File: config.mk
export PLATFORM = sky130hd
export DESIGN_NAME = round_referee
export DESIGN_NICKNAME = d
export VERILOG_FILES = /design/src/rtl/round_referee_pkg.sv /design/src/rtl/round_referee_tick_gen.sv /design/src/rtl/round_referee.sv
export SDC_FILE = /design/constraint.sdc
export NUM_CORES = 1
export LEC_CHECK = 0
export BUFFER_PORTS_ARGS = -buffer_cell sky130_fd_sc_hd__buf_2
export CORE_ASPECT_RATIO = 0.6
export CORE_MARGIN = 2
export CORE_UTILIZATION = 25
export DETAILED_ROUTE_END_ITERATION = 10
export MAX_ROUTING_LAYER = met4
export PLACE_DENSITY_LB_ADDON = 0.12
export SLEW_MARGIN = 15
export SYNTH_ARGS = -nofsm -noshare
export SYNTH_HDL_FRONTEND = slang
export SYNTH_SLANG_ARGS = --single-unit
File: constraint.sdc
create_clock -name clk -period 2.7 [get_ports clk]
set_clock_uncertainty 0.1 [all_clocks]
set_input_delay 0 -clock clk [delete_from_list [all_inputs] [get_ports clk]]
set_output_delay 0 -clock clk [all_outputs]
set_load 0.02 [all_outputs]
File: src/rtl/round_referee_pkg.sv
// Shared definitions for the round referee and the player stages it drives:
// FSM encoding, life count, winner codes and player-word field layout.
package round_referee_pkg;

    typedef enum logic [2:0] {
        ST_IDLE      = 3'd0,
        ST_ROUND_RST = 3'd1,
        ST_PLAY      = 3'd2,
        ST_KO_HOLD   = 3'd3,
        ST_GAME_OVER = 3'd4
    } state_t;

    localparam int unsigned LIVES_W = 2;
    typedef logic [LIVES_W-1:0] lives_t;
    localparam lives_t LIVES_MAX = 2'd3;

    typedef enum logic [1:0] {
        WIN_NONE = 2'b00,
        WIN_P1   = 2'b01,
        WIN_P2   = 2'b10,
        WIN_DRAW = 2'b11
    } winner_t;

    // Player word layout: [3:2] place, [1:0] health
    localparam int unsigned PLAYER_W   = 4;
    localparam int unsigned HEALTH_LSB = 0;
    localparam int unsigned HEALTH_MSB = 1;
    localparam int unsigned PLACE_LSB  = 2;
    localparam int unsigned PLACE_MSB  = 3;

    typedef struct packed {
        logic [PLACE_MSB-PLACE_LSB:0]   place;
        logic [HEALTH_MSB-HEALTH_LSB:0] health;
    } player_t;

    localparam int unsigned RST_CYC = 2;

    function automatic lives_t lives_dec(input lives_t l);
        return (l == '0) ? '0 : l - 2'd1;
    endfunction

    function automatic winner_t judge(input lives_t l1, input lives_t l2);
        if (l1 == '0 && l2 == '0) return WIN_DRAW;
        if (l2 == '0)             return WIN_P1;
        if (l1 == '0)             return WIN_P2;
        return WIN_NONE;
    endfunction

endpackage

File: src/rtl/round_referee_tick_gen.sv
// Move-strobe prescaler: counts 0..TICK_DIV-1 and wraps. tick flags that the
// count reaches its terminal value on the next cycle, so the parent can
// register its strobe and still have it line up with the terminal count.
module tick_gen #(
    parameter int unsigned TICK_DIV = 4
) (
    input  logic clk,
    input  logic reset,
    input  logic clear,
    output logic tick
);
    localparam int unsigned CNT_W = (TICK_DIV > 2) ? $clog2(TICK_DIV) : 1;

    logic [CNT_W-1:0] count;

    always_ff @(posedge clk) begin
        if (reset || clear) begin
            count <= '0;
        end else if (count == CNT_W'(TICK_DIV - 1)) begin
            count <= '0;
        end else begin
            count <= count + 1'b1;
        end
    end

    assign tick = !clear && (count == CNT_W'(TICK_DIV - 2));

endmodule

File: src/rtl/round_referee.sv
// Match referee: sequences round resets, paces player moves with a strobe,
// detects knockouts, tracks lives and declares the winner.
module round_referee
    import round_referee_pkg::*;
#(
    parameter int unsigned TICK_DIV = 4,
    parameter int unsigned KO_HOLD  = 2
) (
    input  logic                clk,
    input  logic                reset,
    input  logic                start,
    input  logic [PLAYER_W-1:0] p1_state,
    input  logic [PLAYER_W-1:0] p2_state,
    output logic                control,
    output logic                round_reset_n,
    output logic [LIVES_W-1:0]  lives1,
    output logic [LIVES_W-1:0]  lives2,
    output logic                game_over,
    output logic [1:0]          winner
);
    localparam int unsigned HOLD_CYC = KO_HOLD * TICK_DIV;
    localparam int unsigned HOLD_W   = (HOLD_CYC > 2) ? $clog2(HOLD_CYC) : 1;

    state_t              state, state_n;
    logic                rst_cnt, rst_cnt_n;
    logic [HOLD_W-1:0]   hold_cnt, hold_cnt_n;
    lives_t              lives1_n, lives2_n;
    winner_t             winner_n;
    logic                control_n;
    logic                clear_c;
    logic                tick_c;
    logic                ko1_c, ko2_c;
    player_t             p1_c, p2_c;
    logic                unused_place_c;

    tick_gen #(.TICK_DIV(TICK_DIV)) u_tick (
        .clk   (clk),
        .reset (reset),
        .clear (clear_c),
        .tick  (tick_c)
    );

    assign p1_c  = player_t'(p1_state);
    assign p2_c  = player_t'(p2_state);
    assign ko1_c = (p1_c.health == '0);
    assign ko2_c = (p2_c.health == '0);
    assign unused_place_c = ^{p1_c.place, p2_c.place};

    // Next-state, next-lives and next-output decode
    always_comb begin
        state_n    = state;
        rst_cnt_n  = rst_cnt;
        hold_cnt_n = hold_cnt;
        lives1_n   = lives1;
        lives2_n   = lives2;
        winner_n   = winner_t'(winner);
        clear_c    = 1'b0;

        unique case (state)
            ST_IDLE: begin
                if (start) begin
                    lives1_n  = LIVES_MAX;
                    lives2_n  = LIVES_MAX;
                    rst_cnt_n = 1'b0;
                    state_n   = ST_ROUND_RST;
                end
            end
            ST_ROUND_RST: begin
                if (rst_cnt == 1'(RST_CYC - 1)) begin
                    clear_c = 1'b1;
                    state_n = ST_PLAY;
                end else begin
                    rst_cnt_n = rst_cnt + 1'b1;
                end
            end
            ST_PLAY: begin
                if (ko1_c || ko2_c) begin
                    if (ko1_c) lives1_n = lives_dec(lives1);
                    if (ko2_c) lives2_n = lives_dec(lives2);
                    hold_cnt_n = '0;
                    state_n    = ST_KO_HOLD;
                end
            end
            ST_KO_HOLD: begin
                if (hold_cnt == HOLD_W'(HOLD_CYC - 1)) begin
                    rst_cnt_n = 1'b0;
                    winner_n  = judge(lives1, lives2);
                    state_n   = (lives1 == '0 || lives2 == '0) ? ST_GAME_OVER : ST_ROUND_RST;
                end else begin
                    hold_cnt_n = hold_cnt + 1'b1;
                end
            end
            ST_GAME_OVER: begin
                if (start) begin
                    lives1_n  = LIVES_MAX;
                    lives2_n  = LIVES_MAX;
                    winner_n  = WIN_NONE;
                    rst_cnt_n = 1'b0;
                    state_n   = ST_ROUND_RST;
                end
            end
            default: state_n = ST_IDLE;
        endcase

        // A knockout moves us out of PLAY, which also suppresses the strobe
        control_n = (state_n == ST_PLAY) && tick_c;
    end

    always_ff @(posedge clk) begin
        if (reset) begin
            state         <= ST_IDLE;
            rst_cnt       <= 1'b0;
            hold_cnt      <= '0;
            lives1        <= LIVES_MAX;
            lives2        <= LIVES_MAX;
            control       <= 1'b0;
            round_reset_n <= 1'b0;
            game_over     <= 1'b0;
            winner        <= WIN_NONE;
        end else begin
            state         <= state_n;
            rst_cnt       <= rst_cnt_n;
            hold_cnt      <= hold_cnt_n;
            lives1        <= lives1_n;
            lives2        <= lives2_n;
            control       <= control_n;
            round_reset_n <= (state_n == ST_PLAY) || (state_n == ST_KO_HOLD);
            game_over     <= (state_n == ST_GAME_OVER);
            winner        <= 2'(winner_n);
        end
    end

endmodule

==> run_results.csv <==
group,metric,value,unit
outcome,status,"finished, final reports clean",
grt,antenna_found_initial,0,
final_layout,fillers,347,
synthesis,synth_top_area_share,0.4286,
power,p_per_area,536.2,nW/um2
routing,drc_errors,0,
final_layout,multi_input_area,444.2,um2
routing,via_per_inst,4.510,
power,p_total,542.7,uW
clock_tree,cts.clk_slew.worst_paths,0.06,ns
power,cellLeakagePower,0.4462,nW
routing,num_vias,672,
synthesis,synth_cells,88,
floorplan,start_util,0.2593,
setup_path,rr_startpoint,"hold_cnt[0]",
routing,routedWlPerCell,11.95,um
synthesis,ys_types,35,
setup_path,rr_worst_depth,6,
place,numPortBuffers,15,
synthesis,ys_ff_latch,18,
sta,min_period,1.798,ns
sta,rsz0062_at_grt,"false",
place,dp_hpwl,1.382,mm
clock_tree,cts_setup_buffers,0,
setup_path,cp.required,2.79,ns
sta,hold_viol_final,0,
clock_tree,cts_max_path_buffers,2,
place,dpl-instance-area,950.9,um2
setup_path,critical_path.startpoint_type,"flip-flop",
final_layout,syn2layout_area_growth,20.39,%
sta,worst_slew_pin_slew,0.4317,ns
synthesis,syn_nets,104,
routing,wirelength,1.781,mm
floorplan,core,3243,um2
grt,grt_pass1_wl,3.125,mm
synthesis,ys_seq_area_frac,0.4286,
setup_path,worstSetupStartpoint,"hold_cnt[0]",
synthesis,ys_top_cells_by_count,"18 x dfxtp_1, 14 x nor2_1, 5 x ha_1, 5 x nand2_1, 5 x nor3_1",
final_layout,diodes,0,
min_path,whs_path_depth,4,
grt,overflow,0,
final_layout,fin_nets,122,
clock_tree,cts_resized,0,
routing,drt_iter0_drc,12,
min_path,hp-class,"in2reg",
floorplan,die-area,3858,um2
power,peakVddDrop,0.0001747,V
synthesis,synthArstFlopShare,0,
synthesis,dominantRegCellSynth,"dfxtp_1",
sta,layout_worst_path_cycle_share,0.6658,
synthesis,syn_area,840.8,um2
floorplan,io_pins,20,
routing,firstDrtPassIters,4,
clock_tree,cts_made_buffers,3,
place,place_ws,0.9004,ns
sta,max_freq,0.5563,GHz
clock_tree,clock_latency,0.25,ns
setup_path,r2r-end,"control",
setup_path,arrival,1.89,ns
sta,drv_slew,0,
floorplan,placement_rows,16,
floorplan,die_h,48.92,um
clock_tree,cts_root_buf,"clkbuf_8",
sta,tns,0,ns
clock_tree,clock-sinks,18,
final_layout,final-seq-area,360.3,um2
routing,ant_nets,0,
clock_tree,htree_levels,1,
place,gp_congestion,0.8048,
grt,track_usage,0.1092,
synthesis,syn_area_per_cell,9.555,um2
synthesis,ys_warn_count,0,
setup_path,crit_type,"reg2reg",
floorplan,die_w,78.87,um
final_layout,drive_gt1_frac,0.2212,
min_path,whs_endpoint,"lives2[0]",
setup_path,r2r_setup_slack,0.90,ns
synthesis,synthTopCellsByArea,"dfxtp_1 43%, ha_1 7.4%, nor2_1 6.3%",
grt,grt_max_degree,14,
clock_tree,cts_tree,"done",
min_path,hp-start,"p2_state[1]",
sta,maxSlewHeadroom,0.7118,
final_layout,fin_area,1012,um2
grt,grt_pass1_vias,649,
setup_path,cp-end-kind,"flip-flop",
flow_run,maxCapViolations,0,
sta,setup_viol,0,
synthesis,synth-edff-count,0,
synthesis,synth.most_common_cell,"dfxtp_1",
setup_path,critPathMaxFanout,5,
sta,layout_setup_ws,0.9024,ns
synthesis,yosysTopAreaCell,"dfxtp_1",
[sequential cells by signal (all words and copies together), names as in the netlist]
| name | flops |
|---|---|
| lives2 | 2 |
| game_over | 1 |
| state | 3 |
| control | 1 |
| round_reset_n | 1 |
| lives1 | 2 |
| hold_cnt | 3 |
| rst_cnt | 1 |
| u_tick.count | 2 |
| winner | 2 |
[critical path, stage by stage (launching register included)]
cell	delay (ns)
dfxtp_1	0.32
ha_1	0.22
ha_1	0.25
nand2_1	0.12
a21boi_1	0.14
a2111oi_4	0.37
and4_1	0.23
[layer usage]
layer,track usage,share of wire,vias to the layer above
met2,0.1425,0.39,11
met5,-,0,-
met4,0.01724,0,0
li1,-,-,348
met1,0.1531,0.55,313
met3,0.05370,0.058,0
[placed cells by master, fill, tap and decap left out, drive strengths merged, types with 2 or more instances in the layout]
cell / instances
clkbuf: 3
o21ai: 3
nor2: 14
nand2: 5
dlygate4sd3: 2
a32o: 2
nor3: 5
a21oi: 2
inv: 4
ha: 5
a22o: 2
buf: 15
dfxtp: 18
a22oi: 2
and2b: 2
[per-stage QoR]
stage          cells  hold slack, ns  utilization
4_1_cts          149          0.1133       0.3121
3_5_place_dp     144          0.2354       0.2932
3_3_place_gp     144          0.2376       0.2932
6_report         149          0.1132       0.3121
2_1_floorplan     88        -0.02215            -
5_1_grt          149          0.1839       0.3121
[power by group]
part | switching, mW | internal, mW
clock | 0.0840 | 0.0990
sequential | 0.0152 | 0.278
combinational | 0.0357 | 0.0307
total | 0.135 | 0.408
[area by class of cell]
| type | instances | area share |
|---|---|---|
| multi-input cells | 62 | 0.4388 |
| flip-flops and latches | 18 | 0.3560 |
| repair buffers | 17 | 0.09394 |
| well taps | 45 | 0.05562 |
| clock buffers | 3 | 0.04079 |
| inverters | 4 | 0.01483 |
[worst max path at each step]
| stage | end | slack, ns | depth (start not counted) |
|---|---|---|---|
| finish | control | 0.90 | 6 |
| global route | control | 0.79 | 6 |
| CTS | control | 0.87 | 6 |
| detailed placement | control | 0.90 | 6 |
| global placement | control | 0.93 | 6 |
| floorplan | control | 1.09 | 5 |
[cells by family (layout without fill, tap and decap cells)]
kind of cell	Yosys count	count (layout)	synth area share
AO/OA/AOI/OAI	22	22	0.2337
adder cells (fa/ha/maj)	5	5	0.07440
buffers and inverters	8	24	0.04315
flip-flops	18	18	0.4286
multiplexers	2	2	0.02530
AND/OR/NAND/NOR	33	33	0.1950
[what timing repair did]
| action | CTS | global route |
|---|---|---|
| hold buffers | 2 | 0 |
| endpoints found under the setup margin | 0 | 0 |
| endpoints found under the hold margin | 3 | 0 |
(Power assumes the default switching activity.)
